**src/rtl/line_raster_if.sv**
```systemverilog
`default_nettype none
// ---------------------------------------------------------------------------
// line_raster_if
// Command and pixel channels of the line rasteriser, each with a
// ready/ready handshake.
// Revision: 1.0
// ---------------------------------------------------------------------------

// Line command channel: decoder (master) -> rasteriser (slave)
interface line_cmd_if #(
  parameter int COORD_W = 10,
  parameter int COLOR_W = 12,
  parameter int PAT_W   = 16
);
  logic [COORD_W-1:0] x0_in;
  logic [COORD_W-1:0] y0_in;
  logic [COORD_W-1:0] x1_in;
  logic [COORD_W-1:0] y1_in;
  logic [COLOR_W-1:0] color_in;
  logic [PAT_W-1:0]   pattern_in;
  logic               dash_en;
  logic               in_rts;
  logic               in_rtr;

  modport master (
    output x0_in, y0_in, x1_in, y1_in, color_in, pattern_in, dash_en, in_rts,
    input  in_rtr
  );

  modport slave (
    input  x0_in, y0_in, x1_in, y1_in, color_in, pattern_in, dash_en, in_rts,
    output in_rtr
  );
endinterface

// Pixel channel: rasteriser (master) -> framebuffer write arbiter (slave)
interface line_pix_if #(
  parameter int COORD_W = 10,
  parameter int COLOR_W = 12
);
  logic               out_rts;
  logic               out_rtr;
  logic [COORD_W-1:0] draw_x;
  logic [COORD_W-1:0] draw_y;
  logic [COLOR_W-1:0] color_out;

  modport master (
    output out_rts, draw_x, draw_y, color_out,
    input  out_rtr
  );

  modport slave (
    input  out_rts, draw_x, draw_y, color_out,
    output out_rtr
  );
endinterface

`default_nettype wire

```
**src/rtl/line_raster.sv**
```systemverilog
`default_nettype none
// ---------------------------------------------------------------------------
// line_raster
// All-octant integer Bresenham line rasteriser with screen clipping and an
// optional rotating dash pattern. One segment per command transfer, one
// pixel per cycle when the downstream is ready.
// Revision: 1.0
// ---------------------------------------------------------------------------
module line_raster #(
  parameter int COORD_W  = 10,
  parameter int COLOR_W  = 12,
  parameter int SCREEN_W = 640,
  parameter int SCREEN_H = 480,
  parameter int PAT_W    = 16
) (
  input  logic       clk,
  input  logic       rst_,
  line_cmd_if.slave  cmd,
  line_pix_if.master pix,
  output logic       busy,
  output logic       done
);

  localparam logic [31:0] X_LIM = 32'(SCREEN_W);
  localparam logic [31:0] Y_LIM = 32'(SCREEN_H);

  typedef enum logic [1:0] {
    IDLE  = 2'd0,
    SETUP = 2'd1,
    STEP  = 2'd2,
    DONE  = 2'd3
  } state_t;

  state_t state;

  // Latched command
  logic [COORD_W-1:0] x0_q, y0_q, x1_q, y1_q;
  logic [COLOR_W-1:0] color_q;
  logic [PAT_W-1:0]   pat_q;
  logic               dash_q;

  // Walk state
  logic [COORD_W:0]          dx_q, dy_q;
  logic                      sx_neg, sy_neg;
  logic signed [COORD_W+1:0] err_q;
  logic [COORD_W-1:0]        cur_x, cur_y;

  // Registered handshake / status outputs
  logic out_rts_q, in_rtr_q, busy_q, done_q;

  // Combinational helpers
  logic [COORD_W:0]          setup_dx, setup_dy;
  logic signed [COORD_W+2:0] e2, neg_dy, dx_wide;
  logic signed [COORD_W+1:0] dx_s, dy_s, next_err;
  logic [COORD_W-1:0]        next_x, next_y;
  logic [PAT_W-1:0]          pat_rot;
  logic                      go_x, go_y, at_end, step_ev, in_xfc;
  logic                      vis_first, vis_next;

  // A pixel is emitted only when on screen and not dashed off
  function automatic logic visible(input logic [COORD_W-1:0] x,
                                   input logic [COORD_W-1:0] y,
                                   input logic               dash,
                                   input logic               bit0);
    return (32'(x) < X_LIM) && (32'(y) < Y_LIM) && (!dash || bit0);
  endfunction

  // Setup deltas and the next Bresenham step derived from the current error
  always_comb begin
    setup_dx = (x1_q >= x0_q) ? ({1'b0, x1_q} - {1'b0, x0_q})
                              : ({1'b0, x0_q} - {1'b0, x1_q});
    setup_dy = (y1_q >= y0_q) ? ({1'b0, y1_q} - {1'b0, y0_q})
                              : ({1'b0, y0_q} - {1'b0, y1_q});

    e2      = $signed({err_q, 1'b0});
    dx_wide = $signed({2'b00, dx_q});
    neg_dy  = -$signed({2'b00, dy_q});
    dx_s    = $signed({1'b0, dx_q});
    dy_s    = $signed({1'b0, dy_q});

    // Both decisions use the error from before this step
    go_x = (e2 > neg_dy);
    go_y = (e2 < dx_wide);

    next_err = err_q;
    next_x   = cur_x;
    next_y   = cur_y;
    if (go_x) begin
      next_err = next_err - dy_s;
      next_x   = sx_neg ? (cur_x - COORD_W'(1)) : (cur_x + COORD_W'(1));
    end
    if (go_y) begin
      next_err = next_err + dx_s;
      next_y   = sy_neg ? (cur_y - COORD_W'(1)) : (cur_y + COORD_W'(1));
    end

    pat_rot = {pat_q[0], pat_q[PAT_W-1:1]};
    at_end  = (cur_x == x1_q) && (cur_y == y1_q);
    in_xfc  = cmd.in_rts && in_rtr_q && (state == IDLE);
    // A hidden pixel advances every cycle; a visible one waits for its transfer
    step_ev = (state == STEP) && (!out_rts_q || pix.out_rtr);

    vis_first = visible(x0_q, y0_q, dash_q, pat_q[0]);
    vis_next  = visible(next_x, next_y, dash_q, pat_rot[0]);
  end

  // Control FSM; out_rts is precomputed for the pixel about to be presented
  always_ff @(posedge clk or negedge rst_) begin
    if (!rst_) begin
      state     <= IDLE;
      x0_q      <= '0;
      y0_q      <= '0;
      x1_q      <= '0;
      y1_q      <= '0;
      color_q   <= '0;
      pat_q     <= '0;
      dash_q    <= 1'b0;
      dx_q      <= '0;
      dy_q      <= '0;
      sx_neg    <= 1'b0;
      sy_neg    <= 1'b0;
      err_q     <= '0;
      cur_x     <= '0;
      cur_y     <= '0;
      out_rts_q <= 1'b0;
      in_rtr_q  <= 1'b1;
      busy_q    <= 1'b0;
      done_q    <= 1'b0;
    end else begin
      case (state)
        IDLE: begin
          if (in_xfc) begin
            x0_q     <= cmd.x0_in;
            y0_q     <= cmd.y0_in;
            x1_q     <= cmd.x1_in;
            y1_q     <= cmd.y1_in;
            color_q  <= cmd.color_in;
            pat_q    <= cmd.pattern_in;
            dash_q   <= cmd.dash_en;
            in_rtr_q <= 1'b0;
            busy_q   <= 1'b1;
            state    <= SETUP;
          end
        end
        SETUP: begin
          dx_q      <= setup_dx;
          dy_q      <= setup_dy;
          sx_neg    <= (x1_q < x0_q);
          sy_neg    <= (y1_q < y0_q);
          err_q     <= $signed({1'b0, setup_dx}) - $signed({1'b0, setup_dy});
          cur_x     <= x0_q;
          cur_y     <= y0_q;
          out_rts_q <= vis_first;
          state     <= STEP;
        end
        STEP: begin
          if (step_ev) begin
            pat_q <= pat_rot;
            if (at_end) begin
              out_rts_q <= 1'b0;
              done_q    <= 1'b1;
              state     <= DONE;
            end else begin
              cur_x     <= next_x;
              cur_y     <= next_y;
              err_q     <= next_err;
              out_rts_q <= vis_next;
            end
          end
        end
        DONE: begin
          done_q   <= 1'b0;
          busy_q   <= 1'b0;
          in_rtr_q <= 1'b1;
          state    <= IDLE;
        end
        default: state <= IDLE;
      endcase
    end
  end

  assign cmd.in_rtr    = in_rtr_q;
  assign pix.out_rts   = out_rts_q;
  assign pix.draw_x    = cur_x;
  assign pix.draw_y    = cur_y;
  assign pix.color_out = color_q;
  assign busy          = busy_q;
  assign done          = done_q;

endmodule

`default_nettype wire

```
**src/flat_wrapper.sv**
```systemverilog
// flat-port wrapper written by rule: the top's interface ports become plain ports
module line_raster_flat 
#(
  parameter int COORD_W  = 10,
  parameter int COLOR_W  = 12,
  parameter int SCREEN_W = 640,
  parameter int SCREEN_H = 480,
  parameter int PAT_W    = 16
)
  (clk, rst_, busy, done, cmd_x0_in, cmd_y0_in, cmd_x1_in, cmd_y1_in, cmd_color_in, cmd_pattern_in, cmd_dash_en, cmd_in_rts, cmd_in_rtr, pix_out_rts, pix_draw_x, pix_draw_y, pix_color_out, pix_out_rtr);
  line_cmd_if #(.COORD_W(COORD_W), .COLOR_W(COLOR_W), .PAT_W(PAT_W)) cmd_i ();
  line_pix_if #(.COORD_W(COORD_W), .COLOR_W(COLOR_W)) pix_i ();
  input  logic clk;
  input  logic rst_;
  output logic busy;
  output logic done;
  input wire logic [$bits(cmd_i.x0_in)-1:0] cmd_x0_in;
  input wire logic [$bits(cmd_i.y0_in)-1:0] cmd_y0_in;
  input wire logic [$bits(cmd_i.x1_in)-1:0] cmd_x1_in;
  input wire logic [$bits(cmd_i.y1_in)-1:0] cmd_y1_in;
  input wire logic [$bits(cmd_i.color_in)-1:0] cmd_color_in;
  input wire logic [$bits(cmd_i.pattern_in)-1:0] cmd_pattern_in;
  input wire logic [$bits(cmd_i.dash_en)-1:0] cmd_dash_en;
  input wire logic [$bits(cmd_i.in_rts)-1:0] cmd_in_rts;
  output wire logic [$bits(cmd_i.in_rtr)-1:0] cmd_in_rtr;
  output wire logic [$bits(pix_i.out_rts)-1:0] pix_out_rts;
  output wire logic [$bits(pix_i.draw_x)-1:0] pix_draw_x;
  output wire logic [$bits(pix_i.draw_y)-1:0] pix_draw_y;
  output wire logic [$bits(pix_i.color_out)-1:0] pix_color_out;
  input wire logic [$bits(pix_i.out_rtr)-1:0] pix_out_rtr;
  assign cmd_i.x0_in = cmd_x0_in;
  assign cmd_i.y0_in = cmd_y0_in;
  assign cmd_i.x1_in = cmd_x1_in;
  assign cmd_i.y1_in = cmd_y1_in;
  assign cmd_i.color_in = cmd_color_in;
  assign cmd_i.pattern_in = cmd_pattern_in;
  assign cmd_i.dash_en = cmd_dash_en;
  assign cmd_i.in_rts = cmd_in_rts;
  assign cmd_in_rtr = cmd_i.in_rtr;
  assign pix_out_rts = pix_i.out_rts;
  assign pix_draw_x = pix_i.draw_x;
  assign pix_draw_y = pix_i.draw_y;
  assign pix_color_out = pix_i.color_out;
  assign pix_i.out_rtr = pix_out_rtr;
  line_raster #(.COORD_W(COORD_W), .COLOR_W(COLOR_W), .SCREEN_W(SCREEN_W), .SCREEN_H(SCREEN_H), .PAT_W(PAT_W)) u_core (.clk(clk), .rst_(rst_), .cmd(cmd_i), .pix(pix_i), .busy(busy), .done(done));
endmodule
```
**config.mk**
```make
export PLATFORM = sky130hd
export DESIGN_NAME = line_raster_flat
export DESIGN_NICKNAME = d
export VERILOG_FILES = /design/src/rtl/line_raster_if.sv /design/src/rtl/line_raster.sv /design/src/flat_wrapper.sv
export SDC_FILE = /design/constraint.sdc
export NUM_CORES = 1
export LEC_CHECK = 0
export BUFFER_PORTS_ARGS = -buffer_cell sky130_fd_sc_hd__buf_2
export CAP_MARGIN = 25
export CORE_UTILIZATION = 53
export DETAILED_ROUTE_END_ITERATION = 8
export PLACE_DENSITY = 0.81
export SYNTH_ARGS = -nofsm -noshare
export SYNTH_HDL_FRONTEND = slang
export SYNTH_SLANG_ARGS = --single-unit
```
**constraint.sdc**
```tcl
create_clock -name clk -period 10.4 [get_ports clk]
set_input_delay 0 -clock clk [delete_from_list [all_inputs] [get_ports clk]]
set_output_delay 0 -clock clk [all_outputs]
set_load 0.05 [all_outputs]
```
==> flow_metrics.py <==
metrics = {
    "status": {
        "outcome": "complete, no violations",
    },
    "grt": {
        "grt_pass1_vias": 10100,
        "use_met1": 0.383,
        "use_met3": 0.0467,
        "grt_antenna_before_repair": 0,
        "grt-busiest-layer": "met2",
        "track_usage": 0.307,
        "grt_use_met2": 0.527,
        "grt_start_max_net_pins": 70,
        "grt_first_pass_wirelength_microns": 52000,
        "globalRouteOverflowTotal": 0,
    },
    "synthesis": {
        "synth_cell_types": 82,
        "synth-main-ff-cell": "dfrtp_1",
        "syn_inst": 1209,
        "synth.most_common_cell": "dfrtp_1",
        "synth_common_cells": "dfrtp_1, ha_1, inv_1, a21oi_1, nor2_1",
        "syn_area_sq_um": 10900,
        "yosysWarnings": 0,
        "synth_top_area_frac": 0.298,
        "yosysTopAreaCell": "dfrtp_1",
        "avgSynthCellArea_sq_um": 9.02,
        "async_flop_share": 1.00,
        "netlist_top_cells_area": "dfrtp_1, ha_1, mux2_2",
        "synth_edf_count": 0,
        "synthesis.nets": 1408,
        "ys_ff_latch": 131,
        "ys_seq_area_frac": 0.301,
    },
    "route": {
        "first_pass_iters": 5,
        "via_count": 10100,
        "wl_per_cell_microns": 19.5,
        "ant_nets": 0,
        "drt-vias-per-instance": 6.07,
        "drc": 0,
        "drt_iter0_drc": 691,
        "postRouteWirelength_microns": 32300,
    },
    "worst_setup_path": {
        "crit_required_ps": 10680,
        "start_kind": "register",
        "r2r-end": "u_core.err_q[11]",
        "critPathKind": "register to register",
        "cp-end-kind": "register",
        "arrival_ps": 5800,
        "timing.rr.start": "u_core.dy_q[4]",
        "rr_worst_depth": 20,
        "crit_chain": "nor4_1 -> nand2_1 -> or4_1 -> xnor2_1 -> ha_1 -> nand2_1 -> nor3_2 -> a21oi_1 -> a222oi_1 -> buf_4 -> mux2_2 -> ha_1 -> a211oi_1 -> or3_1 -> nand3b_1 -> a41o_1 -> and3_1 -> a31o_2 -> mux2i_1 -> o221ai_1",
        "cp_max_fo": 30,
        "cp_slowest_cell": "nor4_1",
        "r2r_slack_ps": 4880,
        "slowest_delay_ps": 480,
    },
    "floorplan": {
        "dieArea_sq_um": 21200,
        "rows": 52,
        "die_w_microns": 145,
        "core_sq_um": 20200,
        "pin_count": 109,
        "initial_core_util": 0.541,
        "die_height_microns": 145,
    },
    "clock_tree": {
        "cts_tree": "yes",
        "clk_pin_slew_worst_paths_ps": 60,
        "root_buffer": "clkbuf_16",
        "htreeDepth": 4,
        "clock_latency_ps": 430,
        "cts_sinks": 131,
        "cts_buffers": 17,
        "clockBufferDepth": 2,
        "cts_resized": 0,
    },
    "timing": {
        "finalCritPeriodShare": 0.531,
        "slew_headroom": 0.464,
        "fmax_mhz": 181,
        "final.min_clock_period_ps": 5520,
        "tightest_slew_ps": 804,
        "hold_viol_final": 0,
        "tns_ps": 0,
        "finalSetupViolCount": 0,
        "slew_viol_final": 0,
        "fin_skew_ps": 14.4,
        "rsz0062_at_grt": "no",
    },
    "cells_and_area": {
        "diodes": 0,
        "fin_nets": 1577,
        "synthToLayoutAreaGrowth_pct": 19.7,
        "drive_gt1_frac": 0.178,
    },
    "min_path": {
        "hold_path.class": "primary input to asynchronous set/reset pin",
    },
    "flow_run": {
        "maxCapViolCount": 0,
    },
    "placed_design": {
        "dp_hpwl_microns": 21700,
        "gp_congestion": 0.935,
        "io_buffers": 108,
    },
}
## metrics by stage
| stage | instances | setup WS (ps) | utilization | hold slack (ps) | area (sq um) |
|---|---|---|---|---|---|
| finish | 1661 | 4880 | 0.647 | 149 | 13100 |
| global route | 1661 | 4530 | 0.647 | 229 | 13100 |
| CTS | 1660 | 4910 | 0.646 | 186 | 13000 |
| floorplan | 1209 | 5460 | - | -296 | 10900 |
| detailed placement | 1556 | 4910 | 0.580 | 57.2 | 11700 |
| global placement | 1556 | 5110 | 0.580 | 52.6 | 11700 |
## registers in the layout (all words and copies together), names as in the netlist
signal	cells
u_core.x1_q	10
u_core.y0_q	10
u_core.sx_neg	1
u_core.pix.draw_x	10
u_core.pix.color_out	12
u_core.sy_neg	1
u_core.done	1
u_core.pix.draw_y	10
u_core.dx_q	11
u_core.pat_q	16
u_core.pix.out_rts	1
u_core.x0_q	10
u_core.y1_q	10
u_core.err_q	12
u_core.cmd.in_rtr	1
u_core.dash_q	1
u_core.state	2
u_core.busy	1
u_core.dy_q	11
## cell usage in the layout, fill, tap and decap left out, types with 7 or more instances in the layout
master | Yosys | final
xor2_1 | 38 | 38
clkbuf_16 | 0 | 17
o31ai_1 | 7 | 7
a31oi_1 | 8 | 8
o22ai_1 | 12 | 12
xnor2_1 | 44 | 44
o21a_1 | 13 | 13
o211ai_1 | 13 | 13
or3_1 | 9 | 9
dfrtp_1 | 130 | 130
a21o_1 | 18 | 18
nor2b_1 | 14 | 14
mux2_2 | 64 | 64
nor3_1 | 33 | 33
nand3_1 | 28 | 27
fa_1 | 9 | 9
nor2_1 | 89 | 89
inv_1 | 111 | 111
a211oi_1 | 12 | 12
a21oi_1 | 95 | 95
buf_2 | 8 | 107
o21ai_1 | 7 | 7
o21ai_0 | 66 | 66
buf_4 | 2 | 9
nand2_1 | 69 | 69
ha_1 | 117 | 116
dlygate4sd3_1 | 0 | 72
mux2_1 | 8 | 8
mux2i_1 | 39 | 39
nand4_1 | 14 | 14
## worst max-delay path: cells and delay by family (launching register included)
family                   cells  cell delay, ps
AO/OA/AOI/OAI                6            1380
XOR/XNOR                     1             140
adder cells (fa/ha/maj)      2             590
buffers and inverters        1             410
flip-flops                   1             400
multiplexers                 2             560
AND/OR/NAND/NOR              8            1880
## routing by layer
metal  part of all wire  vias to the layer above
li1                   -                     4664
met1               0.40                     4858
met2               0.49                      467
met3              0.065                       98
met4              0.039                        0
met5                  0                        -
## cells by family (layout without fill, tap and decap cells)
family                   Yosys count  after routing  share of synthesized area
AO/OA/AOI/OAI                    316            316                      0.188
XOR/XNOR                          82             82                     0.0659
adder cells (fa/ha/maj)          126            126                      0.151
buffers and inverters            153            335                     0.0550
flip-flops                       131            131                      0.301
multiplexers                     114            114                      0.114
AND/OR/NAND/NOR                  287            287                      0.125
## worst max-delay path by stage
stage	end	slack (ps)	cells after the start	from
finish	u_core.err_q[11]	4880	20	u_core.dy_q[4]
CTS	u_core.err_q[11]	4910	20	u_core.dy_q[4]
floorplan	u_core.err_q[10]	5460	22	u_core.dy_q[4]
global route	u_core.err_q[11]	4530	20	u_core.dy_q[4]
global placement	u_core.err_q[11]	5110	20	u_core.dy_q[4]
detailed placement	u_core.err_q[11]	4910	20	u_core.dy_q[4]
## layout make-up
cell class,instances,area [sq um]
clock buffers,18,439
clock inverters,14,175
fillers,1521,7120
inverters,113,424
multi-input cells,925,7030
flip-flops and latches,131,3280
well taps,270,338
repair buffers,190,1360
## repair_timing
item,in CTS,in global routing
buffers inserted,0,0
hold buffers,72,0
endpoints found under the hold margin,139,0
Power is not shown: default switching activity piles up to over one toggle a cycle in this logic, so the estimate is an artifact.
